## config.mk

```make
export PLATFORM = sky130hd
export DESIGN_NAME = tx_interrupt_router
export DESIGN_NICKNAME = d
export VERILOG_FILES = /design/src/rtl/tx_itrpt_pkg.sv /design/src/rtl/tx_itrpt_chan.sv /design/src/rtl/tx_interrupt_router.sv
export SDC_FILE = /design/constraint.sdc
export NUM_CORES = 1
export LEC_CHECK = 0
export CAP_MARGIN = 20
export CORE_ASPECT_RATIO = 0.75
export CORE_UTILIZATION = 46
export DETAILED_ROUTE_END_ITERATION = 10
export PLACE_DENSITY = 0.85
export SETUP_SLACK_MARGIN = 0.5
export SLEW_MARGIN = 25
export SYNTH_ARGS = -nofsm -noshare
export SYNTH_HDL_FRONTEND = slang
export SYNTH_SLANG_ARGS = --single-unit
```

## constraint.sdc

```tcl
create_clock -name clk -period 2.05 [get_ports clk]
set_input_delay 0.41 -clock clk [delete_from_list [all_inputs] [get_ports clk]]
set_output_delay 0.41 -clock clk [all_outputs]
set_load 0.05 [all_outputs]
```

## src/rtl/tx_itrpt_pkg.sv

```systemverilog
// Shared definitions for the TX interrupt router: per-channel mode encoding.
package tx_itrpt_pkg;

  typedef logic [1:0] itrpt_mode_t;

  localparam itrpt_mode_t MODE_LEVEL  = 2'b00;
  localparam itrpt_mode_t MODE_RISE   = 2'b01;
  localparam itrpt_mode_t MODE_FALL   = 2'b10;
  localparam itrpt_mode_t MODE_STICKY = 2'b11;

endpackage

```

## src/rtl/tx_itrpt_chan.sv

```systemverilog
// One interrupt output channel: source mux, event qualification, pulse stretch,
// sticky latch, mask and saturating event counter.
module tx_itrpt_chan
  import tx_itrpt_pkg::*;
#(
  parameter int NUM_SRC   = 8,
  parameter int SEL_W     = 3,
  parameter int STRETCH_W = 4,
  parameter int CNT_W     = 8
) (
  input  logic                 clk,
  input  logic                 rst,
  input  logic [NUM_SRC-1:0]   src_vec,
  input  logic [NUM_SRC-1:0]   rise_vec,
  input  logic [NUM_SRC-1:0]   fall_vec,
  input  logic [SEL_W-1:0]     src_sel,
  input  logic [1:0]           mode,
  input  logic [STRETCH_W-1:0] stretch_len,
  input  logic                 mask,
  input  logic                 clr,
  output logic                 tx_itrpt,
  output logic                 pending,
  output logic [CNT_W-1:0]     event_cnt
);

  localparam logic [CNT_W-1:0] CNT_MAX = '1;

  itrpt_mode_t          mode_cur;
  logic                 sel_level;
  logic                 sel_rise;
  logic                 sel_fall;
  logic                 evt;
  logic [STRETCH_W-1:0] stretch_q;
  logic [STRETCH_W-1:0] stretch_nxt;
  logic                 pend_nxt;
  logic [CNT_W-1:0]     cnt_nxt;

  assign mode_cur = itrpt_mode_t'(mode);

  // Indices at or above NUM_SRC match nothing, so the channel sees a constant 0.
  always_comb begin
    sel_level = 1'b0;
    sel_rise  = 1'b0;
    sel_fall  = 1'b0;
    for (int i = 0; i < NUM_SRC; i++) begin
      if (src_sel == SEL_W'(i)) begin
        sel_level = src_vec[i];
        sel_rise  = rise_vec[i];
        sel_fall  = fall_vec[i];
      end
    end
  end

  assign evt = (mode_cur == MODE_FALL) ? sel_fall : sel_rise;

  always_comb begin
    stretch_nxt = stretch_q;
    pend_nxt    = pending;
    case (mode_cur)
      MODE_LEVEL: begin
        stretch_nxt = '0;
        pend_nxt    = sel_level;
      end
      MODE_RISE, MODE_FALL: begin
        if (evt) begin
          stretch_nxt = stretch_len;
          pend_nxt    = 1'b1;
        end else if (stretch_q != '0) begin
          stretch_nxt = stretch_q - STRETCH_W'(1);
          pend_nxt    = 1'b1;
        end else begin
          pend_nxt    = 1'b0;
        end
      end
      MODE_STICKY: begin
        stretch_nxt = '0;
        pend_nxt    = evt | (pending & ~clr);
      end
      default: begin
        stretch_nxt = '0;
        pend_nxt    = 1'b0;
      end
    endcase
  end

  // A clear coinciding with an event leaves exactly that one event counted.
  always_comb begin
    cnt_nxt = event_cnt;
    if (clr) begin
      cnt_nxt = evt ? CNT_W'(1) : '0;
    end else if (evt && (event_cnt != CNT_MAX)) begin
      cnt_nxt = event_cnt + CNT_W'(1);
    end
  end

  always_ff @(posedge clk) begin
    if (rst) begin
      stretch_q <= '0;
      pending   <= 1'b0;
      tx_itrpt  <= 1'b0;
      event_cnt <= '0;
    end else begin
      stretch_q <= stretch_nxt;
      pending   <= pend_nxt;
      tx_itrpt  <= pend_nxt & ~mask;
      event_cnt <= cnt_nxt;
    end
  end

endmodule

```

## src/rtl/tx_interrupt_router.sv

```systemverilog
// TX interrupt router: registers the source vector once for edge detection and
// feeds NUM_OUT independent channels.
module tx_interrupt_router
  import tx_itrpt_pkg::*;
#(
  parameter int NUM_SRC   = 8,
  parameter int NUM_OUT   = 2,
  parameter int SEL_W     = 3,
  parameter int STRETCH_W = 4,
  parameter int CNT_W     = 8
) (
  input  logic                           clk,
  input  logic                           rst,
  input  logic [NUM_SRC-1:0]             src_vec,
  input  logic [NUM_OUT*SEL_W-1:0]       src_sel,
  input  logic [NUM_OUT*2-1:0]           mode,
  input  logic [NUM_OUT*STRETCH_W-1:0]   stretch_len,
  input  logic [NUM_OUT-1:0]             mask,
  input  logic [NUM_OUT-1:0]             clr,
  output logic [NUM_OUT-1:0]             tx_itrpt,
  output logic [NUM_OUT-1:0]             pending,
  output logic [NUM_OUT*CNT_W-1:0]       event_cnt
);

  logic [NUM_SRC-1:0] src_d;
  logic [NUM_SRC-1:0] rise_vec;
  logic [NUM_SRC-1:0] fall_vec;

  // Edges are taken on the whole vector so re-selecting a source never fakes one.
  always_ff @(posedge clk) begin
    if (rst) begin
      src_d <= '0;
    end else begin
      src_d <= src_vec;
    end
  end

  assign rise_vec = src_vec & ~src_d;
  assign fall_vec = ~src_vec & src_d;

  for (genvar g = 0; g < NUM_OUT; g++) begin : g_chan
    tx_itrpt_chan #(
      .NUM_SRC   (NUM_SRC),
      .SEL_W     (SEL_W),
      .STRETCH_W (STRETCH_W),
      .CNT_W     (CNT_W)
    ) u_chan (
      .clk         (clk),
      .rst         (rst),
      .src_vec     (src_vec),
      .rise_vec    (rise_vec),
      .fall_vec    (fall_vec),
      .src_sel     (src_sel[g*SEL_W +: SEL_W]),
      .mode        (mode[g*2 +: 2]),
      .stretch_len (stretch_len[g*STRETCH_W +: STRETCH_W]),
      .mask        (mask[g]),
      .clr         (clr[g]),
      .tx_itrpt    (tx_itrpt[g]),
      .pending     (pending[g]),
      .event_cnt   (event_cnt[g*CNT_W +: CNT_W])
    );
  end

endmodule

```

==> results of run 1 <==
[synthesized netlist by cell type, types with 2 or more instances]
master	instances
dfxtp_1	36
ha_1	12
a31oi_1	2
buf_6	2
nor3_1	7
o22ai_1	3
nor2_1	30
o31ai_1	3
mux4_2	6
nor3b_1	5
o21ai_0	10
nand3b_1	5
nor2b_1	11
a21oi_1	13
or3_1	4
clkbuf_1	2
a41oi_1	2
nand2_1	17
nand3_1	6
xnor2_1	7
buf_2	3
or2_2	2
mux2i_1	7
buf_1	2
a31o_1	4
inv_1	15
nor4b_2	3
nand4_1	4
and3_1	5
buf_4	6
nand2b_1	11
[worst min path at each step]
stage	from	to	slack (ps)	cells after the start
after floorplan	mask[1]	g_chan[1].u_chan.tx_itrpt$_SDFF_PP0_	480	1
after global placement	g_chan[0].u_chan.event_cnt[6]$_SDFFE_PP0P_	g_chan[0].u_chan.event_cnt[6]$_SDFFE_PP0P_	490	2
after detailed placement	g_chan[0].u_chan.event_cnt[6]$_SDFFE_PP0P_	g_chan[0].u_chan.event_cnt[6]$_SDFFE_PP0P_	480	2
after CTS	src_vec[7]	src_d[7]$_SDFF_PP0_	380	2
after global routing	src_vec[7]	src_d[7]$_SDFF_PP0_	400	2
final	src_vec[7]	src_d[7]$_SDFF_PP0_	390	2
[per-layer routing]
| metal | wire length, um | up-vias |
|---|---|---|
| met5 | 0 | - |
| met4 | 579 | 0 |
| li1 | - | 1186 |
| met3 | 1300 | 75 |
| met1 | 3840 | 1354 |
| met2 | 4520 | 274 |
[timing repair]
| action | CTS | global route |
|---|---|---|
| buffers inserted | 11 | 9 |
| pin swaps | 17 | 17 |
| setup endpoints to repair | 48 | 31 |
| resized for setup | 152 | 41 |
| cloned | 3 | 0 |
[cell type report]
cell class | count | area (um2)
Tap cell | 60 | 75.1
Clock inverter | 1 | 7.51
Timing Repair Buffer | 111 | 1080
Clock buffer | 7 | 86.3
Sequential cell | 36 | 748
Inverter | 16 | 60.1
Fill cell | 252 | 1010
Multi-Input combinational cell | 207 | 1860
[power by group]
group	internal (mW)	total, mW	switching (mW)
Sequential	0.739	0.780	0.0409
Clock	0.274	0.566	0.292
Combinational	0.446	0.909	0.463
Total	1.46	2.25	0.796
[metrics by stage]
stage	TNS, ps	std cells
after global placement	-11810	407
after floorplan	0	274
after detailed placement	-13200	407
after CTS	0	429
final	-901	438
after global routing	-912	438
[critical path, delay by kind of cell]
family	cells	cell delay [ps]
compound gates	3	610
simple gates	3	830
xor+xnor	1	100
buf+inv	2	530
[flip-flops by register name, indices dropped and copies added (netlist names)]
register                 count
g_chan.u_chan.event_cnt     16
g_chan.u_chan.pending        2
g_chan.u_chan.stretch_q      8
g_chan.u_chan.tx_itrpt       2
src_d                        8
[logic make-up (layout without fill, tap and decap cells)]
logic type,count (synthesis),count (layout),share of synthesized area
AO/OA/AOI/OAI,53,53,0.161
XOR/XNOR,7,7,0.0257
adder cells (fa/ha/maj),12,12,0.0630
buffers and inverters,31,135,0.0661
flip-flops,36,36,0.302
multiplexers,13,13,0.0860
AND/OR/NAND/NOR,122,122,0.296
==> impl_metrics.env, run 1 <==
export IMPL_dieWidth_um=85.1
export IMPL_cts_sinks=36
export IMPL_core_area_mm2=0.00493
export IMPL_syn_nets=318
export IMPL_die_h_um=64.4
export IMPL_layout_commonest_cell="buf_4"
export IMPL_setup_viol=16
export IMPL_crit_type="input pin to flip-flop"
export IMPL_start_util=0.484
export IMPL_post_route_util=0.795
export IMPL_ff2ff_setup_slack_ps=-120
export IMPL_grt_overflow_total=0
export IMPL_yosysWarnings=0
export IMPL_drive_above_1_share=0.487
export IMPL_die_area_mm2=0.00548
export IMPL_ys_types=60
export IMPL_cts_clk_slew_worst_paths_ps=90
export IMPL_slew_headroom=0.676
export IMPL_worstPathArrival_ps=2480
export IMPL_violations="setup timing"
export IMPL_tightest_slew_ps=485
export IMPL_crit_fanout=7
export IMPL_vdd_ir_drop_max_mv=0.330
export IMPL_ctsHoldBuffers=0
export IMPL_num_rows=22
export IMPL_antenna_diode_count=0
export IMPL_dpl_cell_area_mm2=0.00323
export IMPL_wl_per_cell_um=23.4
export IMPL_whs_ps=390
export IMPL_drtAntennaViolNets=0
export IMPL_async_reset_ff_frac=0
export IMPL_total_power_mw=2.25
export IMPL_antenna_found_initial=0
export IMPL_finClkSkew_ps=19.6
export IMPL_post_place_ws_ps=-597
export IMPL_synth_area_mm2=0.00238
export IMPL_hp_class="input pin to flip-flop"
export IMPL_grt_pass1_wl_um=13500
export IMPL_track_usage=0.326
export IMPL_gr_usage_met3=0.0879
export IMPL_synthCells=274
export IMPL_seq_area_frac_synth=0.302
export IMPL_yosysTopAreaCell="dfxtp_1"
export IMPL_vias_per_cell=6.60
export IMPL_cts_root_buf="clkbuf_8"
export IMPL_crit_start="src_vec[4]"
export IMPL_syn2layout_area_growth_pct=64.3
export IMPL_firstDrtPassIters=5
export IMPL_grt_max_degree=17
export IMPL_cts_htree_levels=2
export IMPL_endpoint="g_chan[0].u_chan.event_cnt[5]$_SDFFE_PP0P_"
export IMPL_r2r_start="src_d[4]$_SDFF_PP0_"
export IMPL_crit_path_start_kind="input pin"
export IMPL_outcome="finished, violations left"
export IMPL_leakage_nw=1.54
export IMPL_initialDrtViolationCount=329
export IMPL_synth_area_leaders="dfxtp_1, ha_1, mux4_2, nor2_1, mux2i_1"
export IMPL_drc=0
export IMPL_path_cells="clkdlybuf4s15_2 > nor3b_1 > o22ai_1 > o211ai_1 > a31oi_4 > buf_6 > nor4_4 > xnor2_1 > nor2_1"
export IMPL_p_per_area_mw_per_mm2=575
export IMPL_clock_path_buffers=2
export IMPL_grtUsageMet2=0.516
export IMPL_drv_cap=0
export IMPL_synth_top_area_frac=0.302
export IMPL_busiest_layer="met2"
export IMPL_required_ps=2280
export IMPL_finalCritPeriodShare=1.10
export IMPL_met1_usage=0.409
export IMPL_ys_flop_type="dfxtp_1"
export IMPL_hpwl_um=4740
export IMPL_rsz0062_at_grt="yes"
export IMPL_synth_edf_count=0
export IMPL_max_freq_ghz=0.444
export IMPL_crit_slowest_cell="nor3b_1"
export IMPL_cp_end_kind="flip-flop"
export IMPL_final_area_mm2=0.00392
export IMPL_slowest_delay_ps=390
export IMPL_maxSlewViolCount=0
export IMPL_final_hold_viol_count=0
export IMPL_num_vias=2889
export IMPL_portBuffers=51
export IMPL_synth_area_per_cell_um2=8.70
export IMPL_cts_buffers=5
export IMPL_cts_tree="done"
export IMPL_drt_wl_total_um=10200
export IMPL_grt_pass1_vias=2625
export IMPL_place_gp_congestion=0.946
export IMPL_mostFrequentLayoutCells="buf_4, nor2_1, clkdlybuf4s15_2"
export IMPL_top_level_ports=52
export IMPL_clock_latency_ps=320
export IMPL_worstRegToRegCells=8
export IMPL_setup_ws_ps=-202
export IMPL_ys_ff_latch=36
export IMPL_finish_net_count=421
export IMPL_min_period_ps=2250
export IMPL_r2r_end="g_chan[0].u_chan.event_cnt[5]$_SDFFE_PP0P_"
No activity file was read; power rests on OpenSTA's default activity.
==> inputs of run 2 (changes only) <==
--- a/config.mk
+++ b/config.mk
@@ -7,9 +7,11 @@
 export LEC_CHECK = 0
 export CAP_MARGIN = 20
 export CORE_ASPECT_RATIO = 0.75
+export CORE_MARGIN = 4
 export CORE_UTILIZATION = 46
 export DETAILED_ROUTE_END_ITERATION = 10
-export PLACE_DENSITY = 0.85
+export GPL_TIMING_DRIVEN = 0
+export PLACE_DENSITY = 0.77
 export SETUP_SLACK_MARGIN = 0.5
 export SLEW_MARGIN = 25
 export SYNTH_ARGS = -nofsm -noshare
==> impl_metrics.env, run 2 (same netlist as run 1, synthesis figures left out) <==
export IMPL_cts_htree_levels=2
export IMPL_hp_class="input pin to flip-flop"
export IMPL_drtAntennaViolNets=0
export IMPL_clock_path_buffers=2
export IMPL_final_hold_viol_count=0
export IMPL_dpl_cell_area_mm2=0.00303
export IMPL_finClkSkew_ps=10.7
export IMPL_cts_clk_slew_worst_paths_ps=90
export IMPL_finish_net_count=407
export IMPL_die_h_um=70.4
export IMPL_antenna_diode_count=0
export IMPL_maxSlewViolCount=0
export IMPL_start_util=0.481
export IMPL_post_route_util=0.752
export IMPL_hpwl_um=4590
export IMPL_leakage_nw=1.46
export IMPL_cp_end_kind="flip-flop"
export IMPL_initialDrtViolationCount=258
export IMPL_track_usage=0.223
export IMPL_max_freq_ghz=0.494
export IMPL_drive_above_1_share=0.456
export IMPL_p_per_area_mw_per_mm2=592
export IMPL_final_area_mm2=0.00372
export IMPL_wl_per_cell_um=20.2
export IMPL_required_ps=2260
export IMPL_mostFrequentLayoutCells="nor2_1, buf_4, dfxtp_1, clkdlybuf4s15_2, nand2_1"
export IMPL_grt_max_degree=13
export IMPL_ctsHoldBuffers=0
export IMPL_min_period_ps=2030
export IMPL_outcome="complete, no violations"
export IMPL_crit_path_start_kind="flip-flop"
export IMPL_multi_input_area_mm2=0.00186
export IMPL_hold_start="src_vec[7]"
export IMPL_tns_ps=0
export IMPL_r2r_start="src_d[2]$_SDFF_PP0_"
export IMPL_drv_cap=0
export IMPL_num_vias=2620
export IMPL_firstDrtPassIters=5
export IMPL_vdd_ir_drop_max_mv=0.367
export IMPL_layout_commonest_cell="nor2_1"
export IMPL_crit_type="flip-flop to flip-flop"
export IMPL_tightest_slew_ps=681
export IMPL_grt_overflow_total=0
export IMPL_worstPathArrival_ps=2240
export IMPL_rsz0062_at_grt="yes"
export IMPL_register_area_um2=749
export IMPL_n_fill_cell=323
export IMPL_largest_register_ff_count=16
export IMPL_cts_root_buf="clkbuf_8"
export IMPL_drc=0
export IMPL_core_area_mm2=0.00495
export IMPL_drt_wl_total_um=8570
export IMPL_finalCritPeriodShare=0.988
export IMPL_grt_pass1_wl_um=11600
export IMPL_slew_headroom=0.544
export IMPL_num_rows=22
export IMPL_cts_tree="done"
export IMPL_cts_buffers=5
export IMPL_reg_top3="g_chan.u_chan.event_cnt (16), g_chan.u_chan.stretch_q (8), src_d (8)"
export IMPL_die_area_mm2=0.00641
export IMPL_largest_register="g_chan.u_chan.event_cnt"
export IMPL_dieWidth_um=91.1
export IMPL_vias_per_cell=6.18
export IMPL_grt_pass1_vias=2343
export IMPL_setup_viol=0
export IMPL_clock_latency_ps=300
export IMPL_top_level_ports=52
export IMPL_cts_sinks=36
export IMPL_portBuffers=49
export IMPL_crit_fanout=4
export IMPL_place_gp_congestion=0.882
export IMPL_antenna_found_initial=0
export IMPL_crit_start="src_d[2]$_SDFF_PP0_"
export IMPL_whs_ps=398
export IMPL_syn2layout_area_growth_pct=56.1
-- run 2: cell types whose count changed in the layout (fill, tap and decap cells not counted), sizes merged --
cell	delta
dlygate4sd2	-2
clkdlybuf4s18	+1
buf	-9
a31oi	+1
clkdlybuf4s15	-5
bufinv	+1
clkdlybuf4s50	-3
clkinv	+1
dlymetal6s2s	+2
clkbuf	-1
-- run 2: layout make-up --
| class | instances | share of cell area |
|---|---|---|
| sequential | 36 | 0.201 |
| tap | 60 | 0.0202 |
| clock buffer | 5 | 0.0185 |
| multi-input combinational | 208 | 0.500 |
| clock inverter | 3 | 0.0114 |
| buffer | 15 | 0.0343 |
| timing repair buffer | 81 | 0.198 |
| inverter | 16 | 0.0161 |
-- run 2: critical path, stage by stage, from the launching register on --
cell      delay [ps]
dfxtp_2          340
nand2b_4         150
mux4_2           510
nand2_4          100
buf_4            120
a31oi_4          100
or4_1            440
a21oi_1          170
-- run 2: what timing repair did --
| action | CTS | global route |
|---|---|---|
| setup buffers | 17 | 11 |
| setup endpoints to repair | 48 | 31 |
| gates cloned | 5 | 0 |
| pin swaps | 18 | 15 |
| gates resized for setup | 161 | 41 |
-- run 2: metal layers --
layer / global-route usage / part of all wire
met1: 0.319 / 0.40
met2: 0.339 / 0.47
met3: 0.0398 / 0.092
met4: 0.0702 / 0.036
met5: 0 / 0
-- run 2: path summary, 6_finish.rpt --
| kind | end | slack (ps) | cells after the start |
|---|---|---|---|
| worst max register to register | g_chan[0].u_chan.event_cnt[6]$_SDFFE_PP0P_ | 20 | 7 |
| worst max-delay path | g_chan[0].u_chan.event_cnt[6]$_SDFFE_PP0P_ | 20 | 7 |
| worst min register to register | g_chan[0].u_chan.event_cnt[1]$_SDFFE_PP0P_ | 510 | 2 |
| worst min-delay path | src_d[7]$_SDFF_PP0_ | 400 | 2 |
-- run 2: per-stage QoR --
step | cells | setup slack (ps) | total power [mW]
floorplan | 274 | 167 | 1.18
global placement | 383 | -531 | 1.34
detailed placement | 383 | -576 | 1.35
CTS | 413 | 138 | 2.08
global route | 424 | -33.8 | 2.28
finish | 424 | 24.6 | 2.20
-- run 2: where the power goes --
part	total, mW	internal [mW]	switching (mW)
clock network	0.652	0.360	0.292
registers	0.775	0.739	0.0355
logic	0.777	0.369	0.408
